===== src/rtl/up_dwn_bounded_counter.sv =====
// ---------------------------------------------------------------------------
// up_dwn_bounded_counter
//
// Up/down counter with enable, a variable step, programmable inclusive lower
// and upper bounds, and a synchronous parallel load. When a step would pass a
// bound, the counter either wraps to the opposite bound or saturates at the
// bound it crossed. sat_mode selects the behaviour and may change every cycle.
// A crossing produces a one-cycle terminal-count pulse (tc) and sets a sticky
// overflow (ovf) or underflow (udf) flag.
//
// Ports:
//   clk        clock; all state updates on the rising edge
//   rst        asynchronous active-low reset (0 = reset)
//   en         count enable
//   up_dn      1 = count up, 0 = count down
//   step       increment/decrement amount; 0 = hold
//   load       synchronous parallel load strobe (highest priority)
//   load_val   value loaded when load=1; it is not clamped to the bounds
//   min_val    lower bound (inclusive)
//   max_val    upper bound (inclusive)
//   sat_mode   1 = saturate at the bound, 0 = wrap to the opposite bound
//   clr_flags  synchronous clear of ovf/udf (a same-cycle set wins)
//   count      registered counter value
//   tc         registered one-cycle pulse on each bound crossing
//   ovf        sticky: an up-count crossed max_val
//   udf        sticky: a down-count crossed min_val
//   cfg_err    combinational: min_val > max_val (counting is frozen)
// ---------------------------------------------------------------------------
module up_dwn_bounded_counter #(
    parameter int                     CNT_WIDTH  = 8,
    parameter int                     STEP_WIDTH = 4,
    parameter logic [CNT_WIDTH-1:0]   RST_VAL    = '0
) (
    input  logic                  clk,
    input  logic                  rst,
    input  logic                  en,
    input  logic                  up_dn,
    input  logic [STEP_WIDTH-1:0] step,
    input  logic                  load,
    input  logic [CNT_WIDTH-1:0]  load_val,
    input  logic [CNT_WIDTH-1:0]  min_val,
    input  logic [CNT_WIDTH-1:0]  max_val,
    input  logic                  sat_mode,
    input  logic                  clr_flags,
    output logic [CNT_WIDTH-1:0]  count,
    output logic                  tc,
    output logic                  ovf,
    output logic                  udf,
    output logic                  cfg_err
);

    // Crossing tests run one bit wider than the widest operand, so neither
    // count+step nor min_val+step can wrap silently.
    localparam int EW = ((CNT_WIDTH > STEP_WIDTH) ? CNT_WIDTH : STEP_WIDTH) + 1;

    logic [EW-1:0]        cnt_x;
    logic [EW-1:0]        step_x;
    logic [EW-1:0]        min_x;
    logic [EW-1:0]        max_x;
    logic                 up_cross;
    logic                 dn_cross;
    logic [CNT_WIDTH-1:0] step_c;

    logic [CNT_WIDTH-1:0] count_d;
    logic                 tc_d;
    logic                 set_ovf;
    logic                 set_udf;

    assign cfg_err = (min_val > max_val);

    assign cnt_x  = {{(EW-CNT_WIDTH){1'b0}}, count};
    assign step_x = {{(EW-STEP_WIDTH){1'b0}}, step};
    assign min_x  = {{(EW-CNT_WIDTH){1'b0}}, min_val};
    assign max_x  = {{(EW-CNT_WIDTH){1'b0}}, max_val};

    // Up: count+step > max. Down: count-step < min, written as
    // count < min+step so that stepping below zero is caught too.
    assign up_cross = (cnt_x + step_x) > max_x;
    assign dn_cross = cnt_x < (min_x + step_x);

    // The CNT_WIDTH-bit step is used only on non-crossing paths. There,
    // step <= max_val (up) or step <= count (down), so truncation loses nothing.
    assign step_c = CNT_WIDTH'(step);

    always_comb begin
        count_d = count;
        tc_d    = 1'b0;
        set_ovf = 1'b0;
        set_udf = 1'b0;
        if (load) begin
            count_d = load_val;
        end else if (cfg_err) begin
            count_d = count;
        end else if (en && (step != '0)) begin
            if (up_dn) begin
                if (up_cross) begin
                    count_d = sat_mode ? max_val : min_val;
                    tc_d    = 1'b1;
                    set_ovf = 1'b1;
                end else begin
                    count_d = count + step_c;
                end
            end else begin
                if (dn_cross) begin
                    count_d = sat_mode ? min_val : max_val;
                    tc_d    = 1'b1;
                    set_udf = 1'b1;
                end else begin
                    count_d = count - step_c;
                end
            end
        end
    end

    always_ff @(posedge clk or negedge rst) begin
        if (!rst) begin
            count <= RST_VAL;
            tc    <= 1'b0;
            ovf   <= 1'b0;
            udf   <= 1'b0;
        end else begin
            count <= count_d;
            tc    <= tc_d;
            // A flag set in this cycle takes precedence over clr_flags.
            ovf   <= set_ovf | (ovf & ~clr_flags);
            udf   <= set_udf | (udf & ~clr_flags);
        end
    end

endmodule


===== config.mk =====
export PLATFORM = sky130hd
export DESIGN_NAME = up_dwn_bounded_counter
export DESIGN_NICKNAME = d
export VERILOG_FILES = /design/src/rtl/up_dwn_bounded_counter.sv
export SDC_FILE = /design/constraint.sdc
export NUM_CORES = 1
export LEC_CHECK = 0
export CELL_PAD_IN_SITES_DETAIL_PLACEMENT = 1
export CELL_PAD_IN_SITES_GLOBAL_PLACEMENT = 1
export CORE_MARGIN = 1
export CORE_UTILIZATION = 39
export DETAILED_ROUTE_END_ITERATION = 10
export MAX_ROUTING_LAYER = met4
export PLACE_DENSITY = 0.93
export SLEW_MARGIN = 20
export SYNTH_ARGS = -nofsm -noshare
export SYNTH_HDL_FRONTEND = slang
export SYNTH_SLANG_ARGS = --single-unit

===== constraint.sdc =====
create_clock -name clk -period 3.7 [get_ports clk]
set_input_delay 0.37 -clock clk [delete_from_list [all_inputs] [get_ports clk]]
set_output_delay 0.37 -clock clk [all_outputs]
set_load 0.05 [all_outputs]

# ---- After elaboration in Yosys (flattened, before gate mapping)
# Index checks and enable logic that the tools add are counted.
dict set report totals {
  regBits 11
  in_bits 35
  out_inout_bits 12
  word_cells 43
}
dict set report classes {
  n_addsub 4
  n_lt_le_gt_ge 3
  n_eq_ne 1
  muxes 22
  n_bitwise 5
  n_reduce_logical 4
}
# op count
set op_table {}
lappend op_table {{8-bit two-way mux} 8}
lappend op_table {{8-bit by 4-bit adder with 9-bit output} 2}
lappend op_table {{1-bit two-way mux} 14}
lappend op_table {{9-bit by 8-bit greater-than comparator with 1-bit output} 1}
lappend op_table {{8-bit by 9-bit less-than comparator with 1-bit output} 1}
lappend op_table {{8-bit by 4-bit adder with 8-bit output} 1}
lappend op_table {{8-bit greater-than comparator} 1}
lappend op_table {{8-bit by 4-bit subtractor with 8-bit output} 1}
lappend op_table {{4-bit nonzero test} 1}
lappend op_table {{1-bit AND} 2}
lappend op_table {{2-bit != test (second input constant)} 1}
lappend op_table {{1-bit bitwise OR} 2}
lappend op_table {{2-bit AND reduction} 1}
lappend op_table {{2-bit nonzero test} 1}
lappend op_table {{1-bit logical AND} 1}
lappend op_table {{1-bit inverter} 1}

# ---- Depth between registers and ports, before layout
dict set report depth {
  word_depth 8
  mapped_depth 16
  mapped_depth_nobuf 14
}

# ---- Worst setup path before layout
# No wires, ideal clock.
dict set report synth_timing {
  kind {flip-flop to flip-flop}
  from {reg count[0]}
  to {reg count[7]}
  setup_ns 0.094
  arrival_time_ns 3.628
  required_ns 3.606
  slack_ns -0.022
  path_stages_with_launch 16
  path_buffers 1
  period_less_slack_ns 3.722
  path_cell_list {dfrtp_1 -> ha_1 -> fa_1 -> nor2b_4 -> o21a_2 -> o211ai_1 -> xnor2_1 -> ha_1 -> nand4_1 -> or2_2 -> o211ai_1 -> o311ai_4 -> buf_6 -> mux2i_1 -> mux2_4 -> a221oi_2}
}
dict set report synth_between {
  elab_chain_len 7
  elab_cells_between_ends 11
  classes_between {add/sub (3); order compare (2); mux (6)}
}
# element line
set synth_lines {}
lappend synth_lines {{start, declared} 45} ;# output logic [CNT_WIDTH-1:0] count,
lappend synth_lines {{start signal, assigned} 122} ;# count <= count_d;
lappend synth_lines {{8-bit by 4-bit adder with 9-bit output} 78} ;# assign up_cross = (cnt_x + step_x) > max_x;
lappend synth_lines {{9-bit by 8-bit greater-than comparator with 1-bit output} 78}
lappend synth_lines {{8-bit two-way mux} 96} ;# if (up_cross) begin
lappend synth_lines {{8-bit two-way mux (*)} 95} ;# if (up_dn) begin
lappend synth_lines {{8-bit two-way mux (*)} 94} ;# end else if (en && (step != '0)) begin
lappend synth_lines {{8-bit two-way mux (*)} 92} ;# end else if (cfg_err) begin
lappend synth_lines {{8-bit two-way mux (*)} 90} ;# if (load) begin
# Mark *: on every way between the ends. The rest lies on a longest branch, timed or not. The select of a mux whose other input is x is not followed.
# A chain may end at the register's enable or synchronous reset.

# ---- Worst setup path in the final report
dict set report layout_timing {
  from {in step[1]}
  to {reg count[0]}
}
dict set report layout_between {
  elab_chain_len 7
  elab_cells_between_ends 14
  classes_between {add/sub (2); order compare (2); mux (6); reduce/logical (4)}
}
# element line
set layout_lines {}
lappend layout_lines {{start, declared} 38} ;# input logic [STEP_WIDTH-1:0] step,
lappend layout_lines {{8-bit by 4-bit adder with 9-bit output, on equally long branches} {79, 78}}
lappend layout_lines {{8-bit by 9-bit less-than comparator with 1-bit output or 9-bit by 8-bit greater-than comparator with 1-bit output (tied branches)} {79, 78}}
lappend layout_lines {{8-bit two-way mux, on equally long branches} {104, 96}}
lappend layout_lines {{8-bit two-way mux} 95}
lappend layout_lines {{8-bit two-way mux} 94}
lappend layout_lines {{8-bit two-way mux} 92}
lappend layout_lines {{8-bit two-way mux} 90}
# Parallel ways exist; a longest one is shown, timed or not. The select of a mux whose other input is x is not followed.

==> reports/metrics.cfg <==
[final_layout]
nNetsFinal=411
fillers=627
antenna_cells=0
utilization=0.612
area_growth_pct=48.4
drive_above_1_share=0.285

[routing]
wl_per_cell_microns=23.2
drt-vias-per-instance=5.98
drt_iter0_drc=143
drc=0
firstDrtPassIters=4
wirelength_microns=9450
ant_nets=0
via_count=2433

[synth]
yosysTopAreaCell=ha_1
syn_avg_cell_area_sq_um=8.69
synthTopCellsByArea=ha_1 20%, dfrtp_1 13%, mux2i_1 11%, inv_1 4.0%, xnor2_1 3.7%
synthTopCellsByCount=35 x ha_1, 24 x mux2i_1, 23 x inv_1, 15 x a21oi_1
synth.most_common_cell=ha_1
synth_top_area_frac=0.204
yosys_warnings=0
yosys_most_used_dff=dfrtp_1
yosysSeqAreaShare=0.128
synthesis.area_sq_mm=0.00215
yosys_register_bits=11
async_reset_ff_frac=1.00
synth-compound-area-share=0.202
synthSimpleGateAreaFrac=0.142
synth_top_family_by_area=adder cells
synthesis.nets=320
synth_cells=247
synth-xor-area-share=0.0694
synth-adder-area-share=0.232
muxShareOfSynthArea=0.150
synth.distinct_cells=50
synth_edf_count=0

[setup_path]
slowest_delay_ps=320
r2r-start=count[0]
cp-end-kind=register
cp.buffers_inverters=5
crit_chain=dlygate4sd2_1 > buf_4 > inv_1 > ha_1 > nor2b_1 > o21ai_2 > a21boi_1 > xor2_1 > ha_1 > nand4_1 > buf_4 > a21oi_2 > o211ai_1 > o311ai_4 > buf_6 > mux2i_1 > mux2i_1 > a221oi_2
criticalPathCategory=in2reg
startpoint=step[1]
crit_family=compound AO/OA/AOI/OAI gates
cp_max_fo=6
cp_data_required_time_ps=3780
slowest_stage=mux2i_1
worstPathArrival_ps=3800
start_kind=primary input

[sta]
timing.hold.ws_ps=492
tightestPinTransition_ps=966
clock.fmax_ghz=0.269
setup_tns_ps=-11.6
timing.final.crit_share=1.00
setup_violations=1
rsz0062_at_grt=yes
hold_viol_final=0
finalWorstSetupSlack_ps=-11.6
drv_slew=0
fin_crit_ps=3710
slew_headroom=0.354
skew_ps=4.21

[power_and_ir_drop]
ir_drop_mv=0.230
totalPowerFinal_mw=1.36
p_leak_nw=1.50
power_density_mw_per_mm2=426

[grt]
grt_max_degree=19
grt_pass1_vias=2656
overflow=0
grtUsageTotal=0.319
antenna_found_initial=0
grt_pass1_wl_microns=13900

[cts]
cts.clk_slew.worst_paths_ps=60
htree_levels=1
insertion_delay_ps=250
cts-root-buf=clkbuf_8
cts_tree=done
clock_sinks=11
ctsHoldBuffers=0
cts_buffer_depth=2
cts_made_buffers=3

[outcome]
status=finished, violations left
violations=setup timing

[floorplanning]
boundaryPins=47
coreArea_sq_mm=0.00520
die_area_sq_mm=0.00580
initial_utilization=0.412
die_width_microns=76.2
num_rows=26
die_h_microns=76.2

[placed_design]
dp_hpwl_microns=6170
gp_congestion=0.815
portBuffers=46

[min_path]
hp-class=in2async

[job]
cap_violations=0

-- power by group --
part / leakage (nW) / switching, mW / internal (mW)
Sequential: 0.130 / 0.0413 / 0.139
Combinational: 1.34 / 0.552 / 0.497
Clock: 0.0255 / 0.0526 / 0.0744
Total: 1.50 / 0.646 / 0.710
-- registers in the layout, indices dropped and copies added (netlist names) --
signal / cells
ovf: 1
count: 8
udf: 1
tc: 1
-- logic make-up (layout without fill, tap and decap cells) --
logic type | count (synthesis) | after routing
AO/OA/AOI/OAI | 61 | 61
XOR/XNOR | 17 | 17
adder cells (fa/ha/maj) | 38 | 38
buffers and inverters | 34 | 124
flip-flops | 11 | 11
multiplexers | 31 | 31
AND/OR/NAND/NOR | 55 | 55
-- metal layers --
metal,vias to the layer above,share of wire,global-route usage
met1,1196,0.38,0.331
met2,106,0.50,0.593
met4,0,0.068,0.144
met3,53,0.044,0.0467
met5,-,0,-
li1,1078,-,-
-- metrics by stage --
step | cells | instance area [sq um] | setup slack (ps)
detailed placement | 384 | 2860 | -735
global placement | 384 | 2860 | -501
floorplan | 247 | 2150 | 93.3
CTS | 406 | 3120 | 16.9
global route | 407 | 3180 | -186
finish | 407 | 3180 | -11.6
-- timing repair --
action                                  in CTS  in global routing
pin swaps                                   13                 19
cloned                                       0                  0
gates resized for setup                     25                 15
endpoints found under the setup margin      11                  8
hold endpoints to repair                     0                  0
buffers inserted                            18                  3
-- worst paths after layout --
path,to,cells past startpoint,slack [ps]
max in group asynchronous,count[0],1,2800
worst min register to register,udf,2,580
worst max register to register,count[0],15,0
worst max-delay path,count[0],18,-10
worst min-delay path,ovf,1,490
min in group clk,udf,2,580
-- layout make-up --
| type | count | area (sq um) | area share |
|---|---|---|---|
| multi-input combinational | 202 | 1840 | 0.577 |
| timing repair buffer | 97 | 850 | 0.267 |
| sequential | 11 | 277 | 0.0868 |
| tap | 70 | 87.6 | 0.0275 |
| inverter | 23 | 86.3 | 0.0271 |
| clock buffer | 3 | 41.3 | 0.0130 |
| clock inverter | 1 | 5.00 | 0.00157 |
-- placed cells by master, fill, tap and decap left out, types with 3 or more instances in the layout --
master / netlist / layout
buf_4: 0 / 50
clkdlybuf4s50_1: 0 / 39
ha_1: 35 / 32
inv_1: 23 / 23
mux2i_1: 24 / 22
a21oi_1: 15 / 12
nand2_1: 12 / 11
dfrtp_1: 11 / 10
xnor2_1: 9 / 9
o21ai_0: 12 / 9
nand2b_1: 8 / 8
xor2_1: 8 / 7
nor2_1: 9 / 7
nand4_1: 6 / 6
o211ai_1: 5 / 5
nor3_1: 6 / 5
mux2_2: 6 / 4
a221oi_2: 1 / 4
a21o_1: 3 / 3
a21oi_2: 0 / 3
nor2b_1: 3 / 3
nor2_2: 1 / 3
o31ai_1: 3 / 3
a31oi_1: 3 / 3
mux2_4: 1 / 3
clkbuf_8: 0 / 3
dlygate4sd2_1: 0 / 3
(Power assumes the default switching activity.)
